--- src/rtl/gshare_pht_btb_pkg.sv ---
// rtl/gshare_pht_btb_pkg.sv - counter encodings and PC slice helpers for the gshare predictor
package gshare_pht_btb_pkg;

  typedef enum logic [1:0] {
    SNT = 2'd0,
    WNT = 2'd1,
    WT  = 2'd2,
    ST  = 2'd3
  } ctr_t;

  localparam ctr_t PHT_RESET = WNT;
  localparam int   MAX_XLEN  = 64;

  // Callers cast the wide results down to their own index/tag widths.
  function automatic logic [MAX_XLEN-1:0] pc_index(input logic [MAX_XLEN-1:0] pc,
                                                    input int hist_width);
    return (pc >> 2) & ((64'd1 << hist_width) - 64'd1);
  endfunction

  function automatic logic [MAX_XLEN-1:0] pc_tag(input logic [MAX_XLEN-1:0] pc,
                                                  input int hist_width);
    return pc >> (hist_width + 2);
  endfunction

endpackage

--- src/rtl/gshare_pht_btb_sat_counter2.sv ---
// rtl/gshare_pht_btb_sat_counter2.sv - 2-bit saturating increment/decrement
module sat_counter2
  import gshare_pht_btb_pkg::*;
(
  input  ctr_t ctr,
  input  logic inc,
  output ctr_t next
);

  always_comb begin
    next = ctr;
    if (inc) begin
      if (ctr != ST) next = ctr_t'(ctr + 2'd1);
    end else begin
      if (ctr != SNT) next = ctr_t'(ctr - 2'd1);
    end
  end

endmodule

--- src/rtl/gshare_pht_btb.sv ---
// rtl/gshare_pht_btb.sv - gshare PHT plus direct-mapped BTB next-PC predictor with EX-stage training
module gshare_pht_btb
  import gshare_pht_btb_pkg::*;
#(
  parameter int HIST_WIDTH = 5,
  parameter int XLEN       = 32
) (
  input  logic                  clk,
  input  logic                  reset,
  input  logic [XLEN-1:0]       if_pc,
  input  logic [HIST_WIDTH-1:0] bhsr_in,
  output logic                  pred_taken,
  output logic [XLEN-1:0]       pred_target,
  output logic [HIST_WIDTH-1:0] pred_idx,
  input  logic                  upd_valid,
  input  logic                  upd_is_cond,
  input  logic [XLEN-1:0]       upd_pc,
  input  logic [HIST_WIDTH-1:0] upd_idx,
  input  logic                  upd_taken,
  input  logic [XLEN-1:0]       upd_target,
  input  logic                  upd_pred_taken,
  input  logic [XLEN-1:0]       upd_pred_target,
  output logic                  mispredict,
  output logic                  bhsr_update_en,
  output logic                  bhsr_taken,
  output logic [31:0]           br_count,
  output logic [31:0]           mp_count
);

  localparam int N     = 1 << HIST_WIDTH;
  localparam int TAG_W = XLEN - HIST_WIDTH - 2;

  ctr_t             pht        [N];
  logic             btb_valid  [N];
  logic [TAG_W-1:0] btb_tag    [N];
  logic [XLEN-1:0]  btb_target [N];

  logic [HIST_WIDTH-1:0] if_btb_idx, upd_btb_idx;
  logic [TAG_W-1:0]      if_tag, upd_tag;
  ctr_t                  pht_rd, pht_next;
  logic                  btb_hit;
  logic [XLEN-1:0]       actual_next;
  logic                  pht_we, btb_we;

  // Mispredict is judged on next-PC alone, so the fetch-time direction bit is not needed.
  logic unused_pred_taken;
  assign unused_pred_taken = upd_pred_taken;

  assign if_btb_idx  = HIST_WIDTH'(pc_index(MAX_XLEN'(if_pc), HIST_WIDTH));
  assign if_tag      = TAG_W'(pc_tag(MAX_XLEN'(if_pc), HIST_WIDTH));
  assign upd_btb_idx = HIST_WIDTH'(pc_index(MAX_XLEN'(upd_pc), HIST_WIDTH));
  assign upd_tag     = TAG_W'(pc_tag(MAX_XLEN'(upd_pc), HIST_WIDTH));

  assign pred_idx    = if_btb_idx ^ bhsr_in;
  assign pht_rd      = pht[pred_idx];
  assign btb_hit     = btb_valid[if_btb_idx] && (btb_tag[if_btb_idx] == if_tag);
  assign pred_taken  = btb_hit && pht_rd[1];
  assign pred_target = pred_taken ? btb_target[if_btb_idx] : if_pc + XLEN'(4);

  assign actual_next    = upd_taken ? upd_target : upd_pc + XLEN'(4);
  assign mispredict     = upd_valid && (actual_next != upd_pred_target);
  assign bhsr_update_en = upd_valid && upd_is_cond;
  assign bhsr_taken     = upd_taken;

  assign pht_we = upd_valid && upd_is_cond;
  assign btb_we = upd_valid && upd_taken;

  sat_counter2 u_sat (
    .ctr  (pht[upd_idx]),
    .inc  (upd_taken),
    .next (pht_next)
  );

  always_ff @(posedge clk) begin
    if (reset) begin
      for (int i = 0; i < N; i++) begin
        pht[i]       <= PHT_RESET;
        btb_valid[i] <= 1'b0;
      end
      br_count <= 32'd0;
      mp_count <= 32'd0;
    end else begin
      if (pht_we) pht[upd_idx] <= pht_next;
      if (btb_we) begin
        btb_valid[upd_btb_idx]  <= 1'b1;
        btb_tag[upd_btb_idx]    <= upd_tag;
        btb_target[upd_btb_idx] <= upd_target;
      end
      if (bhsr_update_en) br_count <= br_count + 32'd1;
      if (mispredict)     mp_count <= mp_count + 32'd1;
    end
  end

endmodule

--- config.mk ---
export PLATFORM = sky130hd
export DESIGN_NAME = gshare_pht_btb
export DESIGN_NICKNAME = d
export VERILOG_FILES = /design/src/rtl/gshare_pht_btb_pkg.sv /design/src/rtl/gshare_pht_btb_sat_counter2.sv /design/src/rtl/gshare_pht_btb.sv
export SDC_FILE = /design/constraint.sdc
export NUM_CORES = 2
export LEC_CHECK = 0
export ABC_CLOCK_PERIOD_IN_PS = 6200
export CAP_MARGIN = 10
export CORE_MARGIN = 2
export CORE_UTILIZATION = 45
export DETAILED_ROUTE_END_ITERATION = 6
export PLACE_DENSITY_LB_ADDON = 0.05
export REMOVE_ABC_BUFFERS = 1
export SETUP_SLACK_MARGIN = 0.05
export SLEW_MARGIN = 20
export SYNTH_ARGS = -nofsm -noshare
export SYNTH_HDL_FRONTEND = slang
export SYNTH_HIERARCHICAL = 1
export SYNTH_SLANG_ARGS = --single-unit
export TNS_END_PERCENT = 1
--- constraint.sdc ---
create_clock -name clk -period 6.2 [get_ports clk]
set_input_delay 0.62 -clock clk [delete_from_list [all_inputs] [get_ports clk]]
set_output_delay 0.62 -clock clk [all_outputs]
set_load 0.05 [all_outputs]
* After elaboration in Yosys (flattened, before gate mapping) *
Memories as Yosys holds them, arrays and structs flattened.
Index checks and enable logic that the tools add are counted.

cells by class
  add/sub/neg operators = 6
  equal/unequal tests = 3
  mux-type cells = 19
  bitwise logic cells = 1
  reduce and logical (&&, ||, !) cells = 8

operator list
  operator                                                            number
  32-bit by 1-bit adder with 32-bit output, second input constant     2
  32-bit by 3-bit adder with 32-bit output, second input constant     2
  32-bit two-way mux                                                  2
  32-bit != test                                                      1
  25-bit == test                                                      1
  1-bit two-way mux                                                   11
  5-bit two-way mux                                                   2
  2-bit two-way mux                                                   4
  1-bit logical AND                                                   5
  5-bit XOR                                                           1
  2-bit by 1-bit adder with 2-bit output, second input constant       1
  2-bit != test, second input constant                                1
  2-bit nonzero test                                                  1
  2-bit OR reduction                                                  1
  2-bit by 1-bit subtractor with 2-bit output, second input constant  1
  1-bit OR reduction                                                  1

word-level totals
  flip-flop bits (word level) = 64
  RAM bits = 1920
  input port bits = 144
  output and inout bits = 105
  logic and storage cells = 43
  memories kept = 4

memory list
  memory      words  bits a word  read ports  clocked after Yosys merged registers in  write ports  RTL line              source
  btb_target  32     32           1           0                                        1            gshare_pht_btb.sv:36  logic [XLEN-1:0] btb_target [N];
  btb_tag     32     25           1           0                                        1            gshare_pht_btb.sv:35  logic [TAG_W-1:0] btb_tag [N];
  pht         32     2            2           0                                        32           gshare_pht_btb.sv:33  ctr_t pht [N];
  btb_valid   32     1            1           0                                        32           gshare_pht_btb.sv:34  logic btb_valid [N];

* Logic depth before layout (Yosys ltp) *
  depth in word-level cells = 6
  mapped depth = 17
  mapped depth without buffers = 12

* Modules after synthesis *
Netlist, hierarchy kept.

modules (own cells, without submodules)
  module          times used  cells an instance  area each (µm²)  seq. area each (µm²)
  gshare_pht_btb  1           4022               79820.3          58616.2
  sat_counter2    1           3                  26.3             0.0

* Worst setup path after synthesis *
OpenSTA, ideal clock, no wires.

  kind = input to output
  from = in if_pc[4]
  to = out pred_target[10]
  arrival time = 4.735 ns
  data required time = 5.580 ns
  slack = 0.845 ns
  stages on the path = 11
  buffers on the path = 5
  cell sequence = clkbuf_1 > buf_1 > clkbuf_1 > xor2_1 > a2111oi_0 > or4_1 > nor4b_1 > and3_1 > clkbuf_1 > buf_2 > mux2i_1

between the ends
  elaborated cells on any way between the ends = 10
  those cells by class = add/sub (1); eq/ne (1); mux (1); bitwise (1); reduce/logical (2); memory (4)

RTL lines
  item                    RTL line              source
  from (decl)             gshare_pht_btb.sv:10  input logic [XLEN-1:0] if_pc,
  5-bit XOR               gshare_pht_btb.sv:54  assign pred_idx = if_btb_idx ^ bhsr_in;
  net pred_idx[2]         gshare_pht_btb.sv:14  output logic [HIST_WIDTH-1:0] pred_idx,
  memory read 32 x 2 bit  --
  1-bit logical AND       gshare_pht_btb.sv:57  assign pred_taken = btb_hit && pht_rd[1];
  32-bit two-way mux      gshare_pht_btb.sv:58  assign pred_target = pred_taken ? btb_target[if_btb_idx] : if_pc + XLEN'(4);
  to (decl)               gshare_pht_btb.sv:13  output logic [XLEN-1:0] pred_target,

The timed path passes the listed nets, and every way through them passes these cells.

* Final worst setup path *
  from = in if_pc[2]
  to = out pred_target[23]

between the ends
  cells in the longest elaborated chain, start to end = 5
  elaborated cells on any way between the ends = 10
  those cells by class = add/sub (1); eq/ne (1); mux (1); bitwise (1); reduce/logical (2); memory (4)

RTL lines
  item                     RTL line              source
  memory read 32 x 25 bit  --
  25-bit == test           gshare_pht_btb.sv:56  assign btb_hit = btb_valid[if_btb_idx] && (btb_tag[if_btb_idx] == if_tag);
  1-bit logical AND        gshare_pht_btb.sv:56
  1-bit logical AND        gshare_pht_btb.sv:57
  32-bit two-way mux *     gshare_pht_btb.sv:58

Every way passes the cells marked *; elsewhere a longest branch is shown, timed or not.

==> run summary <==
final worst-path cycle share - 95.4%
Final Power - 28.8 mW
endpoints failing setup - 0
CP dominant cell by count - buf_12
CP max FO - 42
DRT antenna net count - 0
PortBufs - 247
Worst Setup Start Kind - input pin
Starting Density - 45.3%
synth unique cells - 79
cts bufs inserted - 208
Mapped Cells - 4025
Post-Synth Simple-Gate Area - 3.74%
drt wl/cell - 35.2 um
largest net degree at the start of global routing - 92
first-pass GRT wire length - 343000 um
cts repair resizes - 0
Clock Sinks - 1984
final hold vios - 0
min cycle time layout - 5910 ps
worst-case clock buffer depth - 3
area grow syn2layout - 17.3%
root buffer cell - clkbuf_16
Vias/cell - 6.09
Max-cap violations - 0
Residual DRC - 0
compound-cell area share of the yosys netlist - 3.25%
Primary FF master, synth - edfxtp_1
setup bufs post-CTS - 0
synth cell count leaders - edfxtp_1, mux4_2, mux2i_1
DRT Pass-1 Iters - 5
initial antenna violation count - 19
Max VDD drop - 265 uV
Slew Limit Fails - 0
Seq cells post-synth - 1984
RSZ-0062 raised after global routing - no
arrival time at the worst endpoint - 5290 ps
post-synthesis sequential area ratio - 73.4%
Yosys Warn Count - 6
final net count - 4664
CP top delay family - buffers and inverters
Worst path slowest cell - a2111oi_2
number of flops mapped to enable cells by yosys - 1888
gpl congestion - 0.906
placed instance area - 0.0871 mm2
Setup TNS - 0 ps
XOR/XNOR Fraction of Synth Area - 1.45%
Max stage delay on crit path - 740 ps
num rows - 154
worst hold path class - in -> reg
# hold bufs at CTS - 0
largest family of logic cells by synthesized area - multiplexers
die area - 0.181 mm2
Design Area, Final - 0.0937 mm2
GR Util All Layers - 27.4%
grt total ovfl - 0
Least-Margin Pin Slew - 1210 ps
Worst Setup End Kind - primary output
ratio of total power to cell area - 308 mW/mm2
most frequent cell after synthesis - edfxtp_1
number of buffers and inverters on the critical path - 6
class of the most critical setup path - in -> out
Hold WS - 337 ps
Yosys top cell by area - edfxtp_1
clock edge transition at the registers on the reported setup and hold paths - 60 ps
Leak - 29.8 nW
synth top area cells - edfxtp_1, mux4_2, dfxtp_1
crit-path cells - buf_8, buf_12, xor2_2, buf_4, mux4_2, mux2_2, a2111oi_2, buf_4, or4_1, nor4b_1, and3_2, buf_12, mux2i_1, buf_12
Core Util, Final - 53.1%
drt total wl - 248000 um
Final HPWL DP - 146000 um
Post-Synthesis Cell Area - 0.0798 mm2
Die X-Extent - 425 um
TritonCTS clock tree - done
status - completed
Synth Area in Adders - 0.138%
ys async rst share - 0%
Critical Path RT - 5580 ps
Fmax - 169 MHz
Slew HR - 19.6%
Die H - 425 um
H-Tree Depth - 4
CORE AREA - 0.176 mm2
mux cell area share after synthesis - 16.5%
vias in the first global route - 43000
Avg Cell Area, Syn - 19.8 um2
I/O pin cnt - 249
final worst clock skew - 15.1 ps
share of cells above drive strength 1 - 24.9%
Vias - 42900
Detailed Route Iter0 Violations - 5066
Yosys top cell area share - 71.0%
Clock Latency Late Sink - 830 ps
## cell families (layout without fill, tap and decap cells)
kind of cell | after synthesis | in the layout
DFF | 1984 | 1984
muxes | 687 | 687
and+or+nand+nor | 556 | 556
AOI/OAI and AO/OA | 374 | 374
buffers and inverters | 284 | 943
xor gates and xnor gates | 131 | 131
adders and majority gates | 9 | 9
other | 0 | 9
## state kept, by name, summed over array words and instances (netlist names)
name,count
br_count,32
btb_tag,800
btb_target,1024
btb_valid,32
mp_count,32
pht,64
## worst reg2reg max path, delay by kind of cell, from the launching register on
family          cells  cell delay (ps)
flops               1              450
compound gates      1              150
simple gates        8             2420
## placed cells by master (no fill, tap or decap), drive strengths merged, types with 9 or more instances in the layout
cell	Yosys	layout
clkinv	3	88
a21o	33	33
nand4	41	41
o21ai	33	33
buf	110	304
o31ai	25	25
dfxtp	96	96
or4	33	33
and2	11	11
nand3b	12	12
bufinv	0	18
or3	54	54
a31oi	9	9
edfxtp	1888	1888
a21oi	76	76
nor4	12	12
clkbuf	118	262
and4	10	10
and3	61	61
nor2b	11	11
mux4	502	502
a22o	14	14
xor2	61	61
mux2	14	14
a211oi	10	10
nand2	102	102
nor2	109	109
mux2i	171	171
diode	0	9
xnor2	70	70
o22ai	45	45
a22oi	51	51
nand3	56	56
clkdlybuf4s50	0	202
inv	53	63
o221ai	31	31
nor3	17	17
## through the flow
stage               setup WS, ps  std cells
floorplan                   -532       3797
global placement             311       6643
detailed placement           276       6643
CTS                          243       7024
global route                 122       7029
finish                       286       7033
## path summary, 6_finish.rpt
path                 start         endpoint  slack (ps)  depth (start not counted)
min reg2reg  btb_valid[30]    btb_valid[30]         470                          2
max reg2reg   mp_count[10]     mp_count[30]        3110                          9
max               if_pc[2]  pred_target[23]         290                         14
min             upd_pc[28]  btb_tag[19][21]         340                          1
## cell type report
| type | instances | area, um2 |
|---|---|---|
| well taps | 2340 | 2930 |
| clock inverters | 119 | 1110 |
| repair buffers | 506 | 4970 |
| multi-input cells | 1757 | 20300 |
| fillers | 14100 | 82700 |
| flip-flops and latches | 1984 | 58600 |
| inverters | 56 | 218 |
| diodes | 9 | 22.5 |
| clock buffers | 262 | 5470 |
## report_power, final
group	switching, mW	internal, mW
Sequential	0.0187	14.7
Combinational	1.17	0.735
Clock	5.18	6.98
## per-layer routing
metal / track usage [%] / share of wire [%] / vias to the layer above / wire [um]
li1: - / - / 17800 / -
met2: 44.7 / 49 / 1541 / 121000
met4: 11.1 / 4.3 / 10 / 10700
met5: 0 / 0.027 / - / 68
met3: 3.54 / 5.6 / 369 / 13900
met1: 37.7 / 41 / 23200 / 102000
Note: power is estimated with default switching activity, not from simulation.
